$ cat config.mk
export PLATFORM = sky130hd
export DESIGN_NAME = adder_result_accumulator
export DESIGN_NICKNAME = d
export VERILOG_FILES = /design/src/rtl/adder_result_accumulator.sv
export SDC_FILE = /design/constraint.sdc
export NUM_CORES = 1
export LEC_CHECK = 0
export CAP_MARGIN = 25
export CORE_MARGIN = 2
export CORE_UTILIZATION = 43
export CTS_BUF_LIST = sky130_fd_sc_hd__clkbuf_8
export CTS_CLUSTER_SIZE = 24
export DETAILED_ROUTE_END_ITERATION = 12
export PLACE_DENSITY = 0.75
export SYNTH_ARGS = -nofsm -noshare
export SYNTH_HDL_FRONTEND = slang
export SYNTH_SLANG_ARGS = --single-unit
$ cat constraint.sdc
create_clock -name clk -period 1.8 [get_ports clk]
set_input_delay 0.36 -clock clk [delete_from_list [all_inputs] [get_ports clk]]
set_output_delay 0.36 -clock clk [all_outputs]
set_load 0.005 [all_outputs]
$ cat src/rtl/adder_result_accumulator.sv
// Sums NUM_SAMPLES 5-bit adder results ({carry,sum}) per frame into an ACC_W-bit total with a sticky overflow flag; ACC_SATURATE_EN clamps instead of wrapping.
// Latency: out_valid rises on the edge that accepts the frame's last sample; the total is registered and valid in that cycle.
// Backpressure: in_ready/out_valid come only from the state register; HOLD persists with a stable total until out_ready.
module adder_result_accumulator #(
    parameter int ACC_W       = 8,
    parameter int NUM_SAMPLES = 4
) (
    input  logic             clk,
    input  logic             rst,
    input  logic             clear,
    input  logic             in_valid,
    output logic             in_ready,
    input  logic [3:0]       in_sum,
    input  logic             in_carry,
    output logic             out_valid,
    input  logic             out_ready,
    output logic [ACC_W-1:0] out_acc,
    output logic             out_overflow
);

    localparam int CNT_W = (NUM_SAMPLES > 1) ? $clog2(NUM_SAMPLES) : 1;

    localparam logic [0:0] ST_ACCUM = 1'b0;
    localparam logic [0:0] ST_HOLD  = 1'b1;

    logic [0:0]       state;
    logic [ACC_W-1:0] acc;
    logic [CNT_W-1:0] cnt;
    logic             ovf;

    logic [ACC_W:0]   sample_ext;
    logic [ACC_W:0]   sum_ext;
    logic [ACC_W-1:0] acc_next;
    logic             last;

    assign sample_ext = {{(ACC_W-4){1'b0}}, in_carry, in_sum};
    assign sum_ext    = {1'b0, acc} + sample_ext;
    assign last       = (cnt == CNT_W'(NUM_SAMPLES - 1));

    always_comb begin
        acc_next = sum_ext[ACC_W-1:0];
`ifdef ACC_SATURATE_EN
        // Once clamped, any further non-zero sample overflows again and stays clamped.
        if (sum_ext[ACC_W]) begin
            acc_next = '1;
        end
`endif
    end

    always_ff @(posedge clk or posedge rst) begin
        if (rst) begin
            state <= ST_ACCUM;
            acc   <= '0;
            cnt   <= '0;
            ovf   <= 1'b0;
        end else if (clear) begin
            state <= ST_ACCUM;
            acc   <= '0;
            cnt   <= '0;
            ovf   <= 1'b0;
        end else begin
            case (state)
                ST_ACCUM: begin
                    if (in_valid) begin
                        acc <= acc_next;
                        ovf <= ovf | sum_ext[ACC_W];
                        cnt <= cnt + CNT_W'(1);
                        if (last) begin
                            state <= ST_HOLD;
                        end
                    end
                end
                ST_HOLD: begin
                    if (out_ready) begin
                        state <= ST_ACCUM;
                        acc   <= '0;
                        cnt   <= '0;
                        ovf   <= 1'b0;
                    end
                end
                default: state <= ST_ACCUM;
            endcase
        end
    end

    assign in_ready     = (state == ST_ACCUM);
    assign out_valid    = (state == ST_HOLD);
    assign out_acc      = acc;
    assign out_overflow = ovf;

endmodule

==> impl_metrics.tcl, run 1 <==
set metrics [dict create \
    maxCapViolations 0 \
    outcome "finished with violations" \
    synth_fp_nets 86 \
    place_area_mm2 0.00107 \
    final_cell_mix "buf_4 (22), clkdlybuf4s50_1 (15), dfrtp_1 (12)" \
    grt_usage_pct 20.5 \
    vias 742 \
    slowest_delay_ns 0.53 \
    dp.cells 120 \
    post-route-util_pct 78.5 \
    grt_max_degree 13 \
    layout_commonest_cell "buf_4" \
    clkTransAtPathRegs_ns 0.06 \
    syn_avg_cell_area_um2 10.6 \
    wirelength_um 2000 \
    worstPathRequired_ns 1.97 \
    crit_chain "ha_1 > a211oi_1 > o21a_1 > or4b_4 > a21oi_2" \
    drc 0 \
    nets 133 \
    finalSetupViolCount 2 \
    rsz0062_at_grt "yes" \
    netlist_instances 69 \
    post-route-period-util_pct 102 \
    antenna_found_initial 0 \
    finalCriticalPeriod_ns 1.84 \
    post-place-ws_ns -0.431 \
    slowest_stage "or4b_4" \
    drtIter0Drc 5 \
    die-height_um 45.2 \
    post_drt_via_cell_ratio 5.66 \
    grt_overflow_total 0 \
    portBuffers 20 \
    clock_sinks 12 \
    drtPass1Iterations 4 \
    grt_use_met1_pct 21.4 \
    grt_use_met2_pct 37.7 \
    synthArstFlopShare_pct 100 \
    ys_warn_count 0 \
    post-dp-hpwl_um 1340 \
    finalHoldViolations 0 \
    tightest_slew_ns 0.566 \
    timing.fmax_mhz 543 \
    clk_path_buf_depth 2 \
    synth_edf_count 0 \
    fin_hold_ws_ns 0.444 \
    multi_input_area_um2 457 \
    vdd_drop_max_uv 703 \
    ctsRootBufferMaster "clkbuf_8" \
    crit_fanout 4 \
    syn_area_um2 729 \
    arrival_ns 2.01 \
    grt_pass1_vias 745 \
    p_per_area_mw_per_mm2 746 \
    diodes 0 \
    crit_path_end_kind "register" \
    clk_latency_ns 0.24 \
    regArea_um2 300 \
    hold_class "in2async" \
    area_delta_synth_final_pct 65.9 \
    fin_skew_ns 0.00372 \
    slew_headroom_pct 62.1 \
    cts_max_level 1 \
    busiest_layer "met2" \
    antenna_left 0 \
    cts_tree "built" \
    worst_slack_ns -0.0412 \
    drive_gt1_share_pct 29.6 \
    start_kind "register" \
    dieArea_mm2 0.00204 \
    routabilityCongestion 0.772 \
    drt-wirelength-per-cell_um 15.3 \
    maxSlewViolCount 0 \
    violations "negative setup slack" \
    synth_flop_cell "dfrtp_1" \
    synth-seq-area-share_pct 41.2 \
    stdcell_count 131 \
    fill_cells 97 \
    ys_ff_latch 12 \
    grtUsageMet3_pct 6.40 \
    ios 21 \
    crit_type "reg2reg" \
    fin_area_mm2 0.00121 \
    initial_core_util_pct 47.3 \
    yosysUniqueCellTypes 28 \
    p_leak_nw 0.604 \
    grt_pass1_wl_um 2970 \
    num_rows 14 \
    fp.coreArea_mm2 0.00154 \
    die_w_um 45.2 \
    cts_buffers 3 \
]
-- power breakdown --
part / switching (W) / internal, W
clock: 0.000104 / 0.000193
combinational: 0.000122 / 0.000167
sequential: 0.0000240 / 0.000292
-- logic make-up (layout without fill, tap and decap cells) --
kind of cell             count (synthesis)  after routing  synth area share [%]
AO/OA/AOI/OAI                           24             24                  23.7
adder cells (fa/ha/maj)                  7              7                  13.0
flip-flops                              12             12                  41.2
multiplexers                             2              2                  2.92
AND/OR/NAND/NOR                         19             19                  15.3
buffers and inverters                    3             49                  1.54
XOR/XNOR                                 2              2                  2.40
-- synth_stat cells, types with 2 or more instances --
library cell  count  area share (%)
nor2b_1           2             1.7
inv_1             3             1.5
a21o_1            4             4.1
ha_1              6              10
nand2_1           3             1.5
xor2_1            2             2.4
nand3_1           2             1.4
a21oi_1           3             2.1
a22o_1            5             6.0
a211oi_1          3             3.1
nand2b_1          2             1.7
dfrtp_1          12              41
and4_1            2             2.4
o21ai_0           3             2.1
nor2_1            4             2.1
-- path summary, 6_finish.rpt --
| check | depth (start not counted) | end | slack [ns] | from |
|---|---|---|---|---|
| setup / recovery | 5 | out_acc[5] | -0.04 | out_acc[1] |
| hold / removal | 2 | out_acc[2] | 0.44 | rst |
| setup reg to reg | 5 | out_acc[5] | -0.04 | out_acc[1] |
| hold reg to reg | 2 | out_acc[3] | 0.52 | out_acc[3] |
| max in group asynchronous | 2 | out_acc[0] | 1.02 | rst |
| min in group clk | 2 | out_acc[3] | 0.52 | out_acc[3] |
-- per-layer routing --
| metal | share of wire, % | vias up |
|---|---|---|
| met2 | 50 | 24 |
| met4 | 1.9 | 0 |
| met1 | 43 | 359 |
| li1 | - | 353 |
| met5 | 0 | - |
| met3 | 4.4 | 6 |
-- registers in the layout, indices dropped and copies added, names as in the netlist --
name and flops:
out_valid 1, cnt 2, out_acc 8, out_overflow 1
-- cell type report --
| type | instances | area share (%) |
|---|---|---|
| Clock buffer | 4 | 4.55 |
| Timing Repair Buffer | 42 | 30.3 |
| Tap cell | 16 | 1.65 |
| Sequential cell | 12 | 24.8 |
| Multi-Input combinational cell | 54 | 37.7 |
| Inverter | 3 | 0.931 |
-- worst max-delay path: cells and delay by family, from the launching register on --
kind / cells / cell delay, ns
fa+ha+maj: 1 / 0.34
simple gates: 1 / 0.53
flops: 1 / 0.44
compound gates: 3 / 0.47
-- through the flow --
stage,TNS (ns),power (W)
after CTS,-0.104,0.000886
after floorplan,-0.00984,0.000432
after global placement,-1.71,0.000548
after global routing,-0.292,0.000953
after detailed placement,-2.05,0.000560
final,-0.0680,0.000902
-- repair_timing --
item,4_1_cts,5_1_grt
buffers inserted,4,3
hold buffers,0,0
pin swaps,8,7
setup endpoints to repair,5,5
gates resized for setup,5,5
(Power assumes the default switching activity.)
==> inputs of run 2 (changes only) <==
- CELL_PAD_IN_SITES_DETAIL_PLACEMENT: default -> 0
- CELL_PAD_IN_SITES_GLOBAL_PLACEMENT: default -> 2
- CORE_ASPECT_RATIO: default -> 2
- CORE_UTILIZATION: 43 -> 27
- CTS_CLUSTER_SIZE: 24 -> default
- HOLD_SLACK_MARGIN: default -> 0.15
- PLACE_DENSITY: 0.75 -> 0.76
==> impl_metrics.tcl, run 2 (synthesized netlist as in run 1, its figures left out) <==
set metrics [dict create \
    p_clk_share_pct 33.8 \
    violations "negative setup slack" \
    antenna_found_initial 0 \
    worstPathRequired_ns 1.98 \
    post-dp-hpwl_um 1520 \
    post-route-period-util_pct 102 \
    crit_fanout 4 \
    grtUsageMet3_pct 0.857 \
    p_sw_share_pct 26.8 \
    routabilityCongestion 0.790 \
    finalSetupViolCount 2 \
    fill_cells 259 \
    maxCapViolations 0 \
    power_w 0.000872 \
    nets 129 \
    antenna_left 0 \
    clk_latency_ns 0.24 \
    grt_usage_pct 14.2 \
    diodes 0 \
    p_leak_nw 0.563 \
    drive_gt1_share_pct 25.2 \
    grt_max_degree 13 \
    crit_type "reg2reg" \
    p_per_area_mw_per_mm2 736 \
    cts_tree "built" \
    switching_power_w 0.000234 \
    clock_sinks 12 \
    regArea_um2 300 \
    tns_ns -0.0758 \
    grt_pass1_vias 717 \
    cts_buffers 3 \
    tightest_slew_ns 0.560 \
    die_w_um 40.8 \
    post_drt_via_cell_ratio 4.98 \
    initial_core_util_pct 28.4 \
    final_cell_mix "buf_4 (18), clkdlybuf4s50_1 (17), dfrtp_1 (12)" \
    ctsHoldBuffers 0 \
    finalCriticalPeriod_ns 1.84 \
    grt_use_met1_pct 16.2 \
    die-height_um 77.5 \
    layout_commonest_cell "buf_4" \
    wirelength_um 1900 \
    drc 0 \
    post-place-ws_ns -0.439 \
    portBuffers 20 \
    grt_use_met2_pct 24.6 \
    area_delta_synth_final_pct 62.4 \
    clk_path_buf_depth 2 \
    clkTransAtPathRegs_ns 0.05 \
    maxSlewViolCount 0 \
    drt-wirelength-per-cell_um 13.6 \
    outcome "finished with violations" \
    grt_pass1_wl_um 3170 \
    fin_skew_ns 0.000666 \
    drtIter0Drc 14 \
    timing.fmax_mhz 542 \
    pwr-share-seq_pct 36.3 \
    vias 692 \
    worst_slack_ns -0.0434 \
    largest_register_ffs 8 \
    num_rows 26 \
    rsz0062_at_grt "yes" \
    crit_path_end_kind "register" \
    ctsRootBufferMaster "clkbuf_8" \
    cts_max_level 1 \
    fin_hold_ws_ns 0.431 \
    multi_input_area_um2 448 \
    post-route-util_pct 46.1 \
    p_comb_share_pct 29.9 \
    arrival_ns 2.02 \
    hold_class "in2async" \
    busiest_layer "met2" \
    slew_headroom_pct 62.5 \
    ios 21 \
    grt_overflow_total 0 \
    finalHoldViolations 0 \
    vdd_drop_max_uv 469 \
    dieArea_mm2 0.00316 \
    start_kind "register" \
    p_int_w 0.000638 \
    drtPass1Iterations 4 \
    fp.coreArea_mm2 0.00257 \
]
==> run 2: power by group through the flow <==
stage / Combinational [W] / Sequential, W / Clock [W]
final: 0.000261 / 0.000316 / 0.000295
after global routing: 0.000297 / 0.000320 / 0.000311
after CTS: 0.000257 / 0.000314 / 0.000302
after detailed placement: 0.000245 / 0.000319 / 0
after global placement: 0.000244 / 0.000318 / 0
after floorplan: 0.000115 / 0.000317 / 0
==> run 2: per-layer routing <==
layer / up-vias / wire, µm
li1: 346 / -
met1: 329 / 693
met2: 13 / 1130
met3: 4 / 39
met4: 0 / 28
met5: - / 0
==> run 2: what timing repair did <==
action / 4_1_cts / 5_1_grt
setup buffers: 3 / 0
gates resized for setup: 2 / 3
pin swaps: 9 / 9
endpoints found under the setup margin: 5 / 5
==> run 2: final timing paths <==
path,startpoint,endpoint,slack [ns],depth (start not counted)
max in group asynchronous,rst,out_acc[3],1.05,2
setup / recovery,out_acc[0],out_acc[6],-0.04,6
setup reg to reg,out_acc[0],out_acc[6],-0.04,6
hold reg to reg,cnt[1],cnt[1],0.51,1
hold / removal,rst,out_acc[0],0.43,2
min in group clk,cnt[1],cnt[1],0.51,1
==> run 2: final cells by class <==
cell class / count / share of cell area (%)
Multi-Input combinational cell: 54 / 37.8
Timing Repair Buffer: 38 / 28.3
Sequential cell: 12 / 25.3
Clock buffer: 4 / 4.65
Tap cell: 28 / 2.96
Inverter: 3 / 0.950
==> run 2: critical path: stages (launching register included) <==
cell and delay, ns:
dfrtp_1 0.38, ha_2 0.20, fa_2 0.35, a21o_1 0.17
a21o_1 0.20, a2111o_1 0.42, nand3_1 0.07
==> run 2: through the flow <==
| stage | area [µm²] | instances |
|---|---|---|
| floorplan | 734 | 69 |
| global placement | 1080 | 132 |
| detailed placement | 1080 | 132 |
| CTS | 1160 | 139 |
| global route | 1180 | 139 |
| finish | 1180 | 139 |
